$ cat config.mk
export PLATFORM = sky130hd
export DESIGN_NAME = seg7_scan_controller
export DESIGN_NICKNAME = d
export VERILOG_FILES = /design/src/rtl/seg7_scan_controller.sv
export SDC_FILE = /design/constraint.sdc
export NUM_CORES = 1
export LEC_CHECK = 0
export BUFFER_PORTS_ARGS = -buffer_cell sky130_fd_sc_hd__buf_2
export CAP_MARGIN = 20
export CORE_MARGIN = 3
export CORE_UTILIZATION = 50
export DETAILED_ROUTE_END_ITERATION = 16
export PLACE_DENSITY = 0.71
export SLEW_MARGIN = 25
export SYNTH_ARGS = -nofsm -noshare
export SYNTH_HDL_FRONTEND = slang
export SYNTH_SLANG_ARGS = --single-unit
$ cat constraint.sdc
create_clock -name clk -period 8.02 [get_ports clk]
set_input_delay 0.802 -clock clk [delete_from_list [all_inputs] [get_ports clk]]
set_output_delay 0.802 -clock clk [all_outputs]
set_load 0.05 [all_outputs]
$ cat src/rtl/seg7_scan_controller.sv
// seg7_scan_controller: 4-digit seven-segment scan scheduler with blanking gap,
// tear-free frame-wrap commit of the displayed value and leading-zero blanking.
module seg7_scan_controller #(
   parameter int PRESCALE     = 100000,
   parameter int BLANK_CYCLES = 1000
) (
   input  logic        clk,
   input  logic        reset,
   input  logic        enable,
   input  logic        load,
   input  logic [15:0] value_in,
   input  logic [3:0]  dot_in,
   input  logic        lzb_en,
   output logic [1:0]  mux_sel,
   output logic [15:0] disp_value,
   output logic [3:0]  anode_n,
   output logic        dot_n,
   output logic        frame_done
);
   localparam int CW = $clog2(PRESCALE);
   localparam logic [CW-1:0] LAST = CW'(PRESCALE - 1);
   localparam logic [CW-1:0] BLK  = CW'(BLANK_CYCLES);

   typedef enum logic {BLANK, ON} state_t;

   state_t        state_nx;
   logic [CW-1:0] cnt, cnt_nx;
   logic [1:0]    sel_nx;
   logic          slot_end, wrap, lit;
   logic [15:0]   pend, disp_nx;
   logic [3:0]    pend_dot, cdot, cdot_nx, lz_mask;
   logic          pend_valid;

   // Outputs register the next-state view so they stay aligned with cnt/mux_sel.
   always_comb begin
      slot_end = enable && cnt == LAST;
      wrap     = slot_end && mux_sel == 2'd3;
      cnt_nx   = (!enable || slot_end) ? '0 : cnt + 1'b1;
      sel_nx   = !enable ? 2'd0 : mux_sel + {1'b0, slot_end};
      state_nx = (enable && cnt_nx >= BLK) ? ON : BLANK;
      disp_nx  = !wrap ? disp_value : load ? value_in : pend_valid ? pend : disp_value;
      cdot_nx  = !wrap ? cdot : load ? dot_in : pend_valid ? pend_dot : cdot;
      lz_mask  = {4{lzb_en}} & {disp_nx[15:12] == '0, disp_nx[15:8] == '0,
                                disp_nx[15:4] == '0, 1'b0};
      lit      = state_nx == ON && !lz_mask[sel_nx];
   end

   always_ff @(posedge clk or posedge reset) begin
      if (reset) begin
         cnt        <= '0;
         mux_sel    <= 2'd0;
         disp_value <= '0;
         cdot       <= '0;
         anode_n    <= 4'hF;
         dot_n      <= 1'b1;
         frame_done <= 1'b0;
         pend       <= '0;
         pend_dot   <= '0;
         pend_valid <= 1'b0;
      end else begin
         cnt        <= cnt_nx;
         mux_sel    <= sel_nx;
         disp_value <= disp_nx;
         cdot       <= cdot_nx;
         anode_n    <= lit ? ~(4'b0001 << sel_nx) : 4'hF;
         dot_n      <= ~(lit & cdot_nx[sel_nx]);
         frame_done <= cnt_nx == LAST && sel_nx == 2'd3;
         if (load && !wrap) begin
            pend       <= value_in;
            pend_dot   <= dot_in;
            pend_valid <= 1'b1;
         end else if (wrap) begin
            pend_valid <= 1'b0;
         end
      end
   end
endmodule

; ---- Word-level counts from Yosys, hierarchy flattened
; Index checks and enable logic that the tools add are counted.
[classes]
add_sub_neg = 2
mul = 0
div = 0
n_lt_le_gt_ge = 2
n_eq_ne = 4
n_shift = 1
mux = 16
bitwise_logic = 4
n_reduce_logical = 16
[op_table]
columns = cell, n
row1 = 16-bit 2-to-1 mux, 3
row2 = 17-bit equality test (second input constant), 2
row3 = 17-bit by 1-bit adder with 17-bit output (second input constant), 1
row4 = 17-bit by 10-bit >= comparator with 1-bit output (second input constant), 1
row5 = 17-bit 2-to-1 mux, 1
row6 = 4-bit 2-to-1 mux, 4
row7 = 12-bit logical NOT, 1
row8 = 8-bit logical NOT, 1
row9 = 1-bit logical AND, 6
row10 = 1-bit 2-to-1 mux, 5
row11 = 4-bit AND, 1
row12 = 1-bit binary-select mux with 2-bit select, 2
row13 = 2-bit equality test (second input constant), 2
row14 = 4-bit logical NOT, 1
row15 = 4-bit NOT, 1
row16 = 2-bit nonzero test, 2
row17 = 1-bit by 2-bit << shifter with 4-bit output (first input constant), 1
row18 = 1-bit logical NOT, 3
row19 = 2-bit by 3-bit less-than comparator with 1-bit output (second input constant), 1
row20 = 2-bit by 1-bit adder with 2-bit output, 1
row21 = 2-bit 2-to-1 mux, 1
row22 = 2-bit AND reduction, 1
row23 = 1-bit AND, 1
row24 = 1-bit logical OR, 1
row25 = 1-bit NOT, 1
[totals]
register_bits = 66
latchBits = 0
mem_bits_rw = 0
rom_bits = 0
in_bits = 25
output_inout_bits = 24
wordCells = 56
mem_count = 0

; ---- Depth between registers and ports, before layout
; Gate-level depths: netlist of the first run.
[depth]
word_depth = 12
depth_mapped = 14
depth_no_buf = 12

; ---- Worst setup path before layout of the first run
; No wires, ideal clock.
[synth_path]
kind = flip-flop to flip-flop
from = register cnt[0]
to = register dot_n
setup_ns = 0.098
t_arrival_ns = 2.660
t_required_ns = 7.922
setup_slack_ns = 5.262
path_stages_with_launch = 15
n_path_buf = 2
synth_period_minus_slack_ns = 2.758
path_cell_list = dfrtp_1 -> ha_1 -> and4_1 -> buf_4 -> nand4_2 -> buf_4 -> nor2_1 -> ha_1 -> xor2_1 -> nand2_1 -> nand3_1 -> o21ai_0 -> a21oi_1 -> o21ai_0 -> o311ai_1
[synth_between]
elab_chain_cells = 12
word_cells_on_any_way = 25
cone_classes = 2 x add/sub / 1 x order compare / 1 x eq/ne / 9 x mux / 3 x bitwise / 9 x reduce/logical
[synth_rtl]
columns = element, line
row1 = start: declaration, 27  ; logic [CW-1:0] cnt, cnt_nx;
row2 = start signal: assignment, 61  ; cnt <= cnt_nx;
row3 = branches (longest 10 deep; another with 17-bit by 1-bit adder with 17-bit output), --
row4 = 1-bit AND *, 66  ; dot_n <= ~(lit & cdot_nx[sel_nx]);
row5 = 1-bit NOT *, 66
row6 = end signal: assignment, 66
row7 = end: declaration, 17  ; output logic dot_n,
; Every way passes the cells marked *. The select of a mux whose other input is x is not followed.
; A chain may end at the register's enable or synchronous reset.

; ---- Final worst setup path of the first run
; Same ends and word-level chain as after synthesis.

==> results of run 1 <==
==> synthesized netlist by cell type, types with 4 or more instances <==
library cell	instances	area (sq um)
and4_1	5	43.8
nor4_1	6	37.5
dfrtp_1	61	1530
dfstp_2	5	131
xor2_1	7	61.3
and3_1	5	31.3
nor2_1	41	154
clkbuf_1	7	26.3
nand3_1	17	85.1
buf_2	5	25.0
xnor2_1	9	78.8
buf_4	5	37.5
a31oi_1	5	31.3
mux2_2	21	236
o21ai_0	14	70.1
nand2_1	27	101
inv_1	11	41.3
o22ai_1	17	106
nand4_1	9	56.3
and2_1	4	25.0
buf_6	5	56.3
a21oi_1	15	75.1
==> worst paths after layout <==
path                              from          end
worst max-delay path            cnt[0]        dot_n
worst min-delay path            cnt[0]       cnt[0]
worst max register to register  cnt[0]        dot_n
worst min register to register  cnt[0]       cnt[0]
max in group asynchronous        reset  pend_dot[0]
min in group asynchronous        reset      cnt[14]
==> registers in the layout, indices dropped and copies added, names as in the netlist, 2 cells and up <==
register,flops
anode_n,4
cdot,4
cnt,17
disp_value,16
mux_sel,2
pend,16
pend_dot,4
==> power by group through the flow <==
stage / clock [mW] / sequential, mW / combinational, mW
after floorplan: 0 / 0.355 / 0.0327
after global placement: 0 / 0.357 / 0.0459
after detailed placement: 0 / 0.358 / 0.0471
after CTS: 0.296 / 0.351 / 0.0474
after global routing: 0.311 / 0.353 / 0.0524
final: 0.289 / 0.352 / 0.0466
==> metrics by stage <==
stage	setup slack [ns]	std cells	utilization	hold slack, ns	power, mW
after detailed placement	4.75	490	0.557	0.471	0.405
after floorplan	5.26	368	-	0.446	0.388
after CTS	4.73	505	0.586	0.480	0.695
after global placement	4.90	490	0.557	0.460	0.403
final	4.73	505	0.586	0.476	0.688
after global routing	4.33	505	0.586	0.502	0.717
==> metal layers <==
metal / vias up / share of wire
met5: - / 0
met4: 0 / 0.021
met3: 17 / 0.036
met2: 58 / 0.49
met1: 1488 / 0.45
li1: 1423 / -
==> cell type report <==
cell class | instances | area (sq um) | share of cell area
Timing Repair Buffer | 50 | 255 | 0.0627
Sequential cell | 66 | 1660 | 0.407
Multi-Input combinational cell | 267 | 1790 | 0.440
Clock inverter | 4 | 51.3 | 0.0126
Tap cell | 96 | 120 | 0.0295
Clock buffer | 11 | 151 | 0.0372
Inverter | 11 | 41.3 | 0.0101
==> cell families (layout without fill, tap and decap cells) <==
| group | Yosys count | count (layout) |
|---|---|---|
| AOI/OAI and AO/OA | 78 | 78 |
| xor gates and xnor gates | 16 | 16 |
| adders and majority gates | 2 | 2 |
| buffers and inverters | 35 | 76 |
| DFF | 66 | 66 |
| muxes | 24 | 24 |
| and+or+nand+nor | 147 | 147 |
==> impl_results.md, run 1 <==
- Combinational Power Share: 0.068
- Die W: 91.4 microns
- Critical path depth: 12
- WP data required: 8.26 ns
- Synth Area in Compound Gates: 0.149
- Max Clock Freq: 304 MHz
- Sequential share of the synthesized area: 0.455
- Simple-Gate Fraction of Synth Area: 0.224
- Critical setup path kind: register to register
- Crit-path max FO: 12
- Most used routing layer: met2
- Drt first pass iters: 4
- Most frequent cells in the layout: dfrtp_1, buf_2, nor2_1
- Instance area at placement: 3870 sq um
- Run status: finished clean
- Port Buf Inserts: 48
- Largest net degree at the start of global routing: 67
- Average wire per standard cell: 17.4 microns
- Worst setup SP type: register
- Clock share of power: 0.421
- Initial antenna violation count: 0
- Cts hold-fix bufs: 0
- Via count: 2986
- Tcrit/Tclk final: 0.410
- Worst Hold Depth: 1
- Sequential Power Share: 0.511
- CP Capture Type: register
- Mux share of post-synthesis cell area: 0.0731
- Final Max Tran Viols: 0
- Overall global routing resource usage: 0.219
- Wirelength, routed: 8.78 mm
- Layout cells sized above 1: 0.267
- Max-Slew Margin vs Limit: 0.354
- Post-synthesis cell type count: 60
- Fillers: 623
- H-tree depth: 3
- CTS tree: built
- CTS sink cnt: 66
- Met2 Use GR: 0.360
- First-pass GRT wire length: 14.6 mm
- RSZ-0062 raised after global routing: false
- Hold WC Path Type: register to register
- Vias in the first global route: 2935
- Largest family of logic cells by synthesized area: simple AND/OR/NAND/NOR gates
- Diodes inserted: 0
- Worst-Skew Late Latency: 0.35 ns
- Starting Density: 0.525
- Crit-path slowest cell: xor2_1
- Reg2Reg Depth: 12
- Die area: 8350 sq um
- Endpoints failing setup: 0
- Met3 usage in global routing: 0.0315
- Sw frac: 0.238
- Final Skew: 0.0102 ns
- Die height: 91.4 microns
- Yosys warnings: 0
- Gp weighted congestion: 0.851
- Worst EP arrival: 3.53 ns
- Synthesized area per cell: 9.90 sq um
- Finished Cell Area: 4070 sq um
- Post-CTS sizing: 0
- Sw power: 164 uW
- Vias per cell: 5.91
- WP buf/inv: 0
- Hpwl dp: 6.15 mm
- TritonCTS Buffers: 9
- Post-CTS Setup Inserts: 0
- Total leakage power: 1.77 nW
- Post-layout min period: 3.29 ns
- Cell row count: 30
- Top delay family on crit path: simple AND/OR/NAND/NOR gates
- Crit-path cells: ha_1 > and4_1 > nand4_2 > nor2_1 > ha_1 > xor2_1 > nand2_1 > nand3_1 > o21ai_0 > o21ai_0 > o21ai_0 > o311ai_1
- Top cell by count, worst path: o21ai_0
- Seq cells post-synth: 66
- Hold Vio Cnt, Final: 0
- Commonest non-fill, non-tap cell in the layout: dfrtp_1
- Met1 GRT Util: 0.292
- Antenna-violating nets left: 0
- Power Dens Cells: 169 nW/um^2
- Mapped Cells: 368
- CTS clock-pin slew for the worst setup and hold paths: 0.07 ns
- R2R setup slack: 4.73 ns
- CTS root buffer: clkbuf_8
- Post-synthesis async set-or-reset flop share: 1.00
- Overflow after GRT: 0
- Post-Syn Area: 3640 sq um
- Critical Path Max Stage Delay: 0.42 ns
- Nets: 432
- Slew @ Worst Pin: 0.969 ns
- Syn Nets: 395
- Starting DRC count in detailed routing: 185
- Setup tns final: 0 ns
- Post-synth EDFFs: 0
- Internal power: 524 uW
- Core area: 6940 sq um
- Max-Cap Viols: 0
- Dominant synthesized flop cell: dfrtp_1
- Max Buffers Root-to-Sink: 2
- Layout area overhead: 11.7%
- Post-Synth XOR/XNOR Area: 0.0385
- Adder-cell area share of the yosys netlist: 0.00687
- DRC: 0
- Worst vdd ir: 0.122 mV
- IO Count: 49
Power figures use the tool's default switching activity.
==> run 2, diff against run 1 <==
--- a/config.mk
+++ b/config.mk
@@ -5,12 +5,13 @@
 export SDC_FILE = /design/constraint.sdc
 export NUM_CORES = 1
 export LEC_CHECK = 0
+export ABC_AREA = 1
 export BUFFER_PORTS_ARGS = -buffer_cell sky130_fd_sc_hd__buf_2
 export CAP_MARGIN = 20
 export CORE_MARGIN = 3
 export CORE_UTILIZATION = 50
 export DETAILED_ROUTE_END_ITERATION = 16
-export PLACE_DENSITY = 0.71
+export PLACE_DENSITY = 0.74
 export SLEW_MARGIN = 25
 export SYNTH_ARGS = -nofsm -noshare
 export SYNTH_HDL_FRONTEND = slang
==> constraint.sdc (replaced) <==
create_clock -name clk -period 2.7 [get_ports clk]
set_input_delay 0.27 -clock clk [delete_from_list [all_inputs] [get_ports clk]]
set_output_delay 0.27 -clock clk [all_outputs]
set_load 0.05 [all_outputs]
==> run 2 against run 1 <==
First-iteration DRC count is the same. Synthesized cell count grew 8.7%. Clock power grew to 3.2 times the previous value. Sequential cell count is the same. Sequential share of layout area grew 0.86 points. Critical endpoint is now frame_done. Design area shrank 2.0%. Power grew to 3.1 times the previous value. Critical path depth grew 2.
==> impl_results.md, run 2 <==
- Hold_ws: 0.173 ns
- Layout cells sized above 1: 0.261
- Post-synth top cells: nand2_1, dfrtp_1, inv_1
- CP startpoint: cnt[5]
- Starting Density: 0.528
- Drt first pass iters: 5
- Die W: 88.8 microns
- CTS clock-pin slew for the worst setup and hold paths: 0.07 ns
- Most common cell in the synthesized netlist: nand2_1
- Crit-path cells: inv_1 > nand2_1 > nor3_4 > nand3_2 > nor2_4 > ha_1 > xnor2_1 > nor2_2 > nand2_1 > nor3_2 > nand4_1 > nor3_1 > nand3b_1 > nor3_1
- Mapped Cells: 400
- Total leakage power: 2.00 nW
- Area leader, netlist: dfrtp_1
- Synth top area cells: dfrtp_1, nand2_1, inv_1
- Slew @ Worst Pin: 0.594 ns
- Largest net degree at the start of global routing: 29
- RR Endpoint: frame_done
- Adder-cell area share of the yosys netlist: 0.00730
- First-pass GRT wire length: 12.5 mm
- IO Count: 49
- Max-Cap Viols: 0
- WHS Endpoint: pend_dot[1]
- Power Dens Cells: 530 nW/um^2
- Starting DRC count in detailed routing: 185
- Via count: 2829
- Largest regs: cnt (17), disp_value (16), pend (16)
- Antenna-violating nets left: 0
- Post-synthesis async set-or-reset flop share: 1.00
- Worst slack, placed: 0.214 ns
- Hold path startpoint: dot_in[1]
- Die area: 7880 sq um
- H-tree depth: 3
- Largest family of logic cells by synthesized area: simple AND/OR/NAND/NOR gates
- Port Buf Inserts: 48
- Post-Syn Area: 3430 sq um
- CTS root buffer: clkbuf_8
- Reg2Reg Depth: 14
- Fin cells: 537
- CP Capture Type: register
- Endpoints failing setup: 0
- Worst vdd ir: 0.267 mV
- Worst setup margin: 0.291 ns
- Die height: 88.8 microns
- Setup tns final: 0 ns
- DRC: 0
- Seq cells post-synth: 66
- Post-CTS Setup Inserts: 0
- Hpwl dp: 5.75 mm
- Yosys warnings: 0
- TritonCTS Buffers: 9
- Gp weighted congestion: 0.860
- Initial antenna violation count: 0
- Post-synthesis cell type count: 38
- Overflow after GRT: 0
- Nets: 482
- Worst-Skew Late Latency: 0.34 ns
- Critical Path Max Stage Delay: 0.40 ns
- Hold WC Path Type: primary input to register
- Vias per cell: 5.27
- Max-Slew Margin vs Limit: 0.604
- Final Skew: 0.00641 ns
- Final Max Tran Viols: 0
- Crit-path max FO: 5
- Synthesized area per cell: 8.57 sq um
- Max Buffers Root-to-Sink: 2
- Post-synth EDFFs: 0
- Top delay family on crit path: simple AND/OR/NAND/NOR gates
- Most frequent cells in the layout: nand2_1, dfrtp_1, inv_1
- Worst EP arrival: 2.67 ns
- Diodes inserted: 0
- Tcrit/Tclk final: 0.892
- Worst Hold Depth: 2
- Worst setup SP type: register
- Max reg flops: 17
- Wirelength, routed: 7.59 mm
- Critical setup path kind: register to register
- Layout area overhead: 16.4%
- CTS sink cnt: 66
- Sequential share of the synthesized area: 0.484
- Vias in the first global route: 2612
- Post-layout min period: 2.41 ns
- Run status: finished clean
- Syn Nets: 427
- Average wire per standard cell: 14.1 microns
- Synth Area in Compound Gates: 0.0796
- WP data required: 2.96 ns
- RSZ-0062 raised after global routing: false
- Hold Vio Cnt, Final: 0
- Cell row count: 29
- Max Clock Freq: 415 MHz
- Reg2reg start: cnt[5]
- R2R setup slack: 0.29 ns
- WP buf/inv: 1
- Post-Place Cells: 520
- Mux share of post-synthesis cell area: 0.0493
- Commonest non-fill, non-tap cell in the layout: nand2_1
- Dominant synthesized flop cell: dfrtp_1
- Crit-path slowest cell: dfrtp_1
- Post-Synth XOR/XNOR Area: 0.0307
- Post-synth top area share: 0.445
- Simple-Gate Fraction of Synth Area: 0.275
- Biggest register: cnt
- Core area: 6490 sq um
- CTS tree: built
- Overall global routing resource usage: 0.208
[run 2: logic make-up after synthesis]
logic type	Yosys count
adders and majority gates	2
DFF	66
buffers and inverters	63
muxes	15
and+or+nand+nor	196
xor gates and xnor gates	12
AOI/OAI and AO/OA	46
[run 2: worst max-delay path by stage]
stage                     depth (start not counted)          to  slack [ns]
after floorplan                                  14  frame_done        0.51
after CTS                                        14  frame_done        0.22
final                                            14  frame_done        0.29
after global placement                           14  frame_done        0.35
after detailed placement                         14  frame_done        0.21
after global routing                             14  frame_done        0.06
[run 2: power breakdown]
part / internal [mW] / total [mW] / switching, mW / leakage (nW)
Combinational: 0.0597 / 0.142 / 0.0818 / 1.07
Clock: 0.546 / 0.932 / 0.385 / 0.117
Sequential: 1.02 / 1.04 / 0.0175 / 0.821
[run 2: per-layer routing]
metal  global-route usage  share of wire  vias up  routed length, microns
met1                0.321           0.51     1326                    3850
met2                0.284           0.43       88                    3280
met5                    0              0        -                       0
met3               0.0372          0.047        8                     356
li1                     -              -     1407                       -
met4               0.0907          0.014        0                     104
[run 2: metrics by stage]
step	power [mW]	util	area, sq um
5_1_grt	2.20	0.614	3990
3_3_place_gp	1.19	0.576	3740
4_1_cts	2.13	0.613	3980
3_5_place_dp	1.20	0.576	3740
2_1_floorplan	1.15	-	3430
6_report	2.11	0.614	3990
[run 2: timing repair]
item | 4_1_cts | 5_1_grt
hold buffers | 1 | 0
setup endpoints to repair | 0 | 1
resized for setup | 0 | 3
endpoints found under the hold margin | 9 | 0
[run 2: area by class of cell]
class / instances / area [sq um]
fill: 558 / 2510
timing repair buffer: 54 / 288
sequential: 66 / 1660
tap: 77 / 96.3
clock buffer: 10 / 138
inverter: 53 / 199
multi-input combinational: 271 / 1520
clock inverter: 6 / 87.6
